==> src/rtl/pwm_pkg.sv <==
// Shared definitions for the PWM duty meter: FSM encodings, default counter
// width and the sizing helper for the edge-age counter.
package pwm_pkg;

    localparam int PWM_CNT_W_DEFAULT = 20;

    typedef enum logic [1:0] {
        IDLE      = 2'd0,
        MEAS_HIGH = 2'd1,
        MEAS_LOW  = 2'd2
    } meas_state_e;

    // Smallest width that can hold the value TIMEOUT itself.
    function automatic int age_width(input int timeout);
        return (timeout < 2) ? 1 : $clog2(timeout + 1);
    endfunction

endpackage

==> src/rtl/sync_edge_det.sv <==
// Multi-flop synchronizer for an asynchronous input, plus a registered copy of
// the synchronized level that yields single-cycle rise/fall strobes.
module sync_edge_det #(
    parameter int SYNC_STAGES = 2
) (
    input  logic sclk,
    input  logic s_rst_n,
    input  logic async_in,
    output logic level,
    output logic rise,
    output logic fall
);

    logic [SYNC_STAGES-1:0] sync_q;
    logic [SYNC_STAGES-1:0] sync_d;
    logic                   level_prev_q;
    logic                   level_prev_d;

    always_comb begin
        sync_d       = {sync_q[SYNC_STAGES-2:0], async_in};
        level_prev_d = sync_q[SYNC_STAGES-1];
    end

    always_ff @(posedge sclk or negedge s_rst_n) begin
        if (!s_rst_n) begin
            sync_q       <= '0;
            level_prev_q <= 1'b0;
        end else begin
            sync_q       <= sync_d;
            level_prev_q <= level_prev_d;
        end
    end

    assign level = sync_q[SYNC_STAGES-1];
    assign rise  = level & ~level_prev_q;
    assign fall  = ~level & level_prev_q;

endmodule

==> src/rtl/pwm_duty_meter.sv <==
// Measures high time and rise-to-rise period of an external PWM line in sclk
// cycles, one result per period, and flags a line that has stopped toggling.
module pwm_duty_meter
    import pwm_pkg::*;
#(
    parameter int CNT_W       = PWM_CNT_W_DEFAULT,
    parameter int TIMEOUT     = 1_000_000,
    parameter int SYNC_STAGES = 2
) (
    input  logic             sclk,
    input  logic             s_rst_n,
    input  logic             pwm_in,
    output logic             level,
    output logic [CNT_W-1:0] high_cnt,
    output logic [CNT_W-1:0] period_cnt,
    output logic             meas_valid,
    output logic             stuck_hi,
    output logic             stuck_lo
);

    localparam int               AGE_W     = age_width(TIMEOUT);
    localparam logic [AGE_W-1:0] AGE_LIMIT = AGE_W'(TIMEOUT);
    localparam logic [CNT_W-1:0] CNT_MAX   = {CNT_W{1'b1}};
    localparam logic [CNT_W-1:0] CNT_ONE   = CNT_W'(1);

    function automatic logic [CNT_W-1:0] sat_inc(input logic [CNT_W-1:0] v);
        return (v == CNT_MAX) ? v : v + CNT_ONE;
    endfunction

    logic rise;
    logic fall;
    logic edge_seen;

    meas_state_e      state_q, state_d;
    logic [CNT_W-1:0] high_q, high_d;
    logic [CNT_W-1:0] period_q, period_d;
    logic [AGE_W-1:0] age_q, age_d;
    logic [CNT_W-1:0] high_cnt_q, high_cnt_d;
    logic [CNT_W-1:0] period_cnt_q, period_cnt_d;
    logic             valid_q, valid_d;
    logic             stuck_hi_q, stuck_hi_d;
    logic             stuck_lo_q, stuck_lo_d;

    sync_edge_det #(
        .SYNC_STAGES (SYNC_STAGES)
    ) u_sync (
        .sclk     (sclk),
        .s_rst_n  (s_rst_n),
        .async_in (pwm_in),
        .level    (level),
        .rise     (rise),
        .fall     (fall)
    );

    assign edge_seen = rise | fall;

    // A rise always counts as cycle 1 of the new period, both when arming
    // from IDLE and when closing a period in MEAS_LOW.
    always_comb begin
        state_d      = state_q;
        high_d       = high_q;
        period_d     = period_q;
        age_d        = age_q;
        high_cnt_d   = high_cnt_q;
        period_cnt_d = period_cnt_q;
        valid_d      = 1'b0;
        stuck_hi_d   = stuck_hi_q;
        stuck_lo_d   = stuck_lo_q;

        if (edge_seen) begin
            age_d = '0;
        end else if (age_q != AGE_LIMIT) begin
            age_d = age_q + AGE_W'(1);
        end

        case (state_q)
            IDLE: begin
                high_d   = '0;
                period_d = '0;
                if (rise) begin
                    state_d  = MEAS_HIGH;
                    high_d   = CNT_ONE;
                    period_d = CNT_ONE;
                end
            end
            MEAS_HIGH: begin
                period_d = sat_inc(period_q);
                if (fall) begin
                    state_d = MEAS_LOW;
                end else begin
                    high_d = sat_inc(high_q);
                end
            end
            MEAS_LOW: begin
                if (rise) begin
                    high_cnt_d   = high_q;
                    period_cnt_d = period_q;
                    valid_d      = 1'b1;
                    high_d       = CNT_ONE;
                    period_d     = CNT_ONE;
                    state_d      = MEAS_HIGH;
                end else begin
                    period_d = sat_inc(period_q);
                end
            end
            default: begin
                state_d  = IDLE;
                high_d   = '0;
                period_d = '0;
            end
        endcase

        // An edge in the timeout cycle wins, so the timeout path only runs without one.
        if (edge_seen) begin
            stuck_hi_d = 1'b0;
            stuck_lo_d = 1'b0;
        end else if (age_d == AGE_LIMIT) begin
            if (level) begin
                stuck_hi_d = 1'b1;
            end else begin
                stuck_lo_d = 1'b1;
            end
            state_d  = IDLE;
            high_d   = '0;
            period_d = '0;
        end
    end

    always_ff @(posedge sclk or negedge s_rst_n) begin
        if (!s_rst_n) begin
            state_q      <= IDLE;
            high_q       <= '0;
            period_q     <= '0;
            age_q        <= '0;
            high_cnt_q   <= '0;
            period_cnt_q <= '0;
            valid_q      <= 1'b0;
            stuck_hi_q   <= 1'b0;
            stuck_lo_q   <= 1'b0;
        end else begin
            state_q      <= state_d;
            high_q       <= high_d;
            period_q     <= period_d;
            age_q        <= age_d;
            high_cnt_q   <= high_cnt_d;
            period_cnt_q <= period_cnt_d;
            valid_q      <= valid_d;
            stuck_hi_q   <= stuck_hi_d;
            stuck_lo_q   <= stuck_lo_d;
        end
    end

    assign high_cnt   = high_cnt_q;
    assign period_cnt = period_cnt_q;
    assign meas_valid = valid_q;
    assign stuck_hi   = stuck_hi_q;
    assign stuck_lo   = stuck_lo_q;

endmodule

==> config.mk <==
export PLATFORM = sky130hd
export DESIGN_NAME = pwm_duty_meter
export DESIGN_NICKNAME = d
export VERILOG_FILES = /design/src/rtl/pwm_pkg.sv /design/src/rtl/sync_edge_det.sv /design/src/rtl/pwm_duty_meter.sv
export SDC_FILE = /design/constraint.sdc
export NUM_CORES = 1
export LEC_CHECK = 0
export ABC_AREA = 1
export CORE_MARGIN = 5
export CORE_UTILIZATION = 45
export CTS_CLUSTER_DIAMETER = 50
export CTS_CLUSTER_SIZE = 24
export DETAILED_ROUTE_END_ITERATION = 8
export GPL_ROUTABILITY_DRIVEN = 0
export GPL_TIMING_DRIVEN = 0
export SLEW_MARGIN = 15
export SYNTH_ARGS = -nofsm -noshare
export SYNTH_HDL_FRONTEND = slang
export SYNTH_HIERARCHICAL = 1
export SYNTH_SLANG_ARGS = --single-unit
==> constraint.sdc <==
create_clock -name sclk -period 6.4 [get_ports sclk]
set_clock_uncertainty 0.1 [all_clocks]
set_input_delay 1.28 -clock sclk [delete_from_list [all_inputs] [get_ports sclk]]
set_output_delay 1.28 -clock sclk [all_outputs]
set_load 0.05 [all_outputs]
==> results.toml <==
[outcome]
status = "finished, final reports clean"

[sta]
relSlewSlack_pct = 57.4
final.min_clock_period_ns = 3.01
final_hold_viol_count = 0
tightest_slew_ns = 0.639
slew_violations = 0
fin_crit_sh_pct = 47.0
rsz0062_at_grt = "false"
fmax_ghz = 0.333
setup_viol = 0
holdWs_ns = 0.281
setup_tns_ns = 0

[power]
clockPowerShare_pct = 33.2
pwr-share-comb_pct = 18.2
seqPwrFrac_pct = 48.5
p_leak_uw = 0.00346
p_int_uw = 1070
p_sw_uw = 488
swShare_pct = 31.4
powerDensity_nw_per_um2 = 230
ir_worst_vdd_uv = 132
power.total_uw = 1560

[cts]
clk_path_buf_depth = 2
clk_latency_ns = 0.36
cts.sinks = 108
cts_setup_buffers = 0
cts-buffers-inserted = 9
cts_tree = "done"
ctsResizeCount = 0
clock-root-buffer = "clkbuf_16"
postCtsHoldBufs = 0
clkTransAtPathRegs_ns = 0.07
htreeDepth = 3

[floorplan]
dieWidth_um = 124
io_pins = 47
start_util_pct = 46.1
coreArea_um2 = 12600
die_h_um = 124
dieArea_um2 = 15300
rows = 41

[run]
cap_violations = 0

[route]
first_pass_iters = 8
ant_nets = 0
drt-vias-per-instance = 5.03
wl_per_cell_um = 14.0
drc = 0
drtIter0Drc = 392
num_vias = 5130
drt_wl_total_mm = 14.3

[grt]
grt_max_degree = 75
grt_pass1_vias = 4905
grt_pass1_wl_mm = 23.8
antenna_found_initial = 0
track_usage_pct = 20.0
overflow = 0

[cells_and_area]
fin_nets = 852
drive_gt1_share_pct = 4.72
layout.cells.non_filler = 1019
fillers = 1267
fin_area_um2 = 6770
num_antenna_cells = 0
syn2layout_area_growth_pct = 16.5

[critical_path]
cp.required_ns = 5.02
path_class = "reg -> out"
path_max_fanout = 5
r2r_start = "u_sync/sync_q[1]"
cp_cell_sequence = "clkdlybuf4s50_1"
cp.arrival_ns = 1.63
path_depth = 1
reg2reg_depth = 9
crit_path_start = "u_sync/sync_q[1]"
cp_num_buf_inv = 1
worstSetupEndpoint = "level"
cp_slowest_cell = "clkdlybuf4s50_1"
regToRegEndpoint = "period_cnt[17]"
worst-r2r-setup-slack_ns = 3.82
cp-start-kind = "flop"
slowest_delay_ns = 0.86
endpoint_kind = "output pin"
crit_family = "buffers and inverters"

[synth]
ys_ff_latch = 108
synthDistinctLibCells = 32
syn-num-nets = 794
yosysSeqAreaShare_pct = 46.5
netlist_area_um2 = 5810
syn_inst = 787
synth_warnings = 6
syn_avg_cell_area_um2 = 7.38

[min_path]
hold_path_class = "reg -> reg"
hold_path_depth = 0

[placed_design]
dp_hpwl_mm = 10.4
dp.cells = 1006
port_buffers = 46
dpl-instance-area_um2 = 6520
[layout make-up]
type	count	area [um2]	share of cell area, %
repair buffers	47	489	7.22
plain buffers	18	100	1.48
well taps	172	215	3.18
clock inverters	2	13.8	0.203
flip-flops and latches	108	2700	39.9
inverters	149	559	8.26
clock buffers	11	243	3.58
multi-input cells	512	2450	36.2
[cells by family (layout without fill, tap and decap cells)]
group / Yosys count / in the layout / synth area share (%)
AOI/OAI and AO/OA: 100 / 100 / 9.11
xor gates and xnor gates: 18 / 18 / 2.84
adders and majority gates: 4 / 4 / 0.861
buffers and inverters: 167 / 227 / 11.3
DFF: 108 / 108 / 46.5
and+or+nand+nor: 390 / 390 / 29.3
[cells in the mapped netlist (all sizes together)]
library cell	instances	area [um2]
a211oi	1	7.51
a21oi	13	65.1
a31oi	2	12.5
buf	6	55.1
clkbuf	12	45.0
clkinv	2	7.51
dfrtp	108	2700
ha	4	50.1
inv	147	552
nand2	202	773
nand3	75	385
nand4	14	87.6
nor2	80	340
nor3	12	60.1
nor4	6	52.6
o211ai	6	45.0
o21ai	72	360
o21bai	1	7.51
o22ai	5	31.3
or2	1	6.26
xnor2	1	8.76
xor2	17	156
[sequential cells by signal, indices dropped and copies added (netlist names)]
signal and cells:
state_q 2, age_q 20, u_sync/sync_q 2, meas_valid 1, high_q 20, stuck_lo 1
u_sync/level_prev_q 1, high_cnt 20, period_q 20, period_cnt 20, stuck_hi 1
[placed cells by master, fill, tap and decap left out, drive strengths merged, types with 12 or more instances in the layout]
master / netlist / routed
clkbuf: 12 / 23
xor2: 17 / 17
nor3: 12 / 12
o21ai: 72 / 72
nand3: 75 / 75
a21oi: 13 / 13
nor2: 80 / 80
nand2: 202 / 202
nand4: 14 / 14
clkdlybuf4s50: 0 / 45
dfrtp: 108 / 108
inv: 147 / 147
[metal layers]
metal  routed length (um)  global-route usage, %
met5                    0                      0
met2                 6670                   31.3
met3                  800                   4.04
met4                  183                   6.51
met1                 6660                   27.9
[stage by stage]
| step | util, % | worst slack [ns] |
|---|---|---|
| 2_1_floorplan | - | 4.11 |
| 3_3_place_gp | 51.4 | -0.241 |
| 3_5_place_dp | 51.6 | 3.76 |
| 4_1_cts | 53.7 | 3.37 |
| 5_1_grt | 53.7 | 3.34 |
| 6_report | 53.7 | 3.39 |
[power groups by stage]
stage	clock network [uW]	registers, uW	logic (uW)
after floorplan	0	814	130
after global placement	0	767	279
after detailed placement	0	767	285
after CTS	532	754	286
after global routing	558	760	319
final	516	755	284
[worst min path at each step]
| stage | from | to | slack, ns |
|---|---|---|---|
| 2_1_floorplan | u_sync/sync_q[0] | u_sync/sync_q[1] | 0.23 |
| 3_3_place_gp | u_sync/sync_q[0] | u_sync/sync_q[1] | 0.28 |
| 3_5_place_dp | u_sync/sync_q[0] | u_sync/sync_q[1] | 0.26 |
| 4_1_cts | u_sync/sync_q[0] | u_sync/sync_q[1] | 0.28 |
| 5_1_grt | u_sync/sync_q[0] | u_sync/sync_q[1] | 0.28 |
| 6_report | u_sync/sync_q[0] | u_sync/sync_q[1] | 0.28 |
Note: power is estimated with default switching activity, not from simulation.
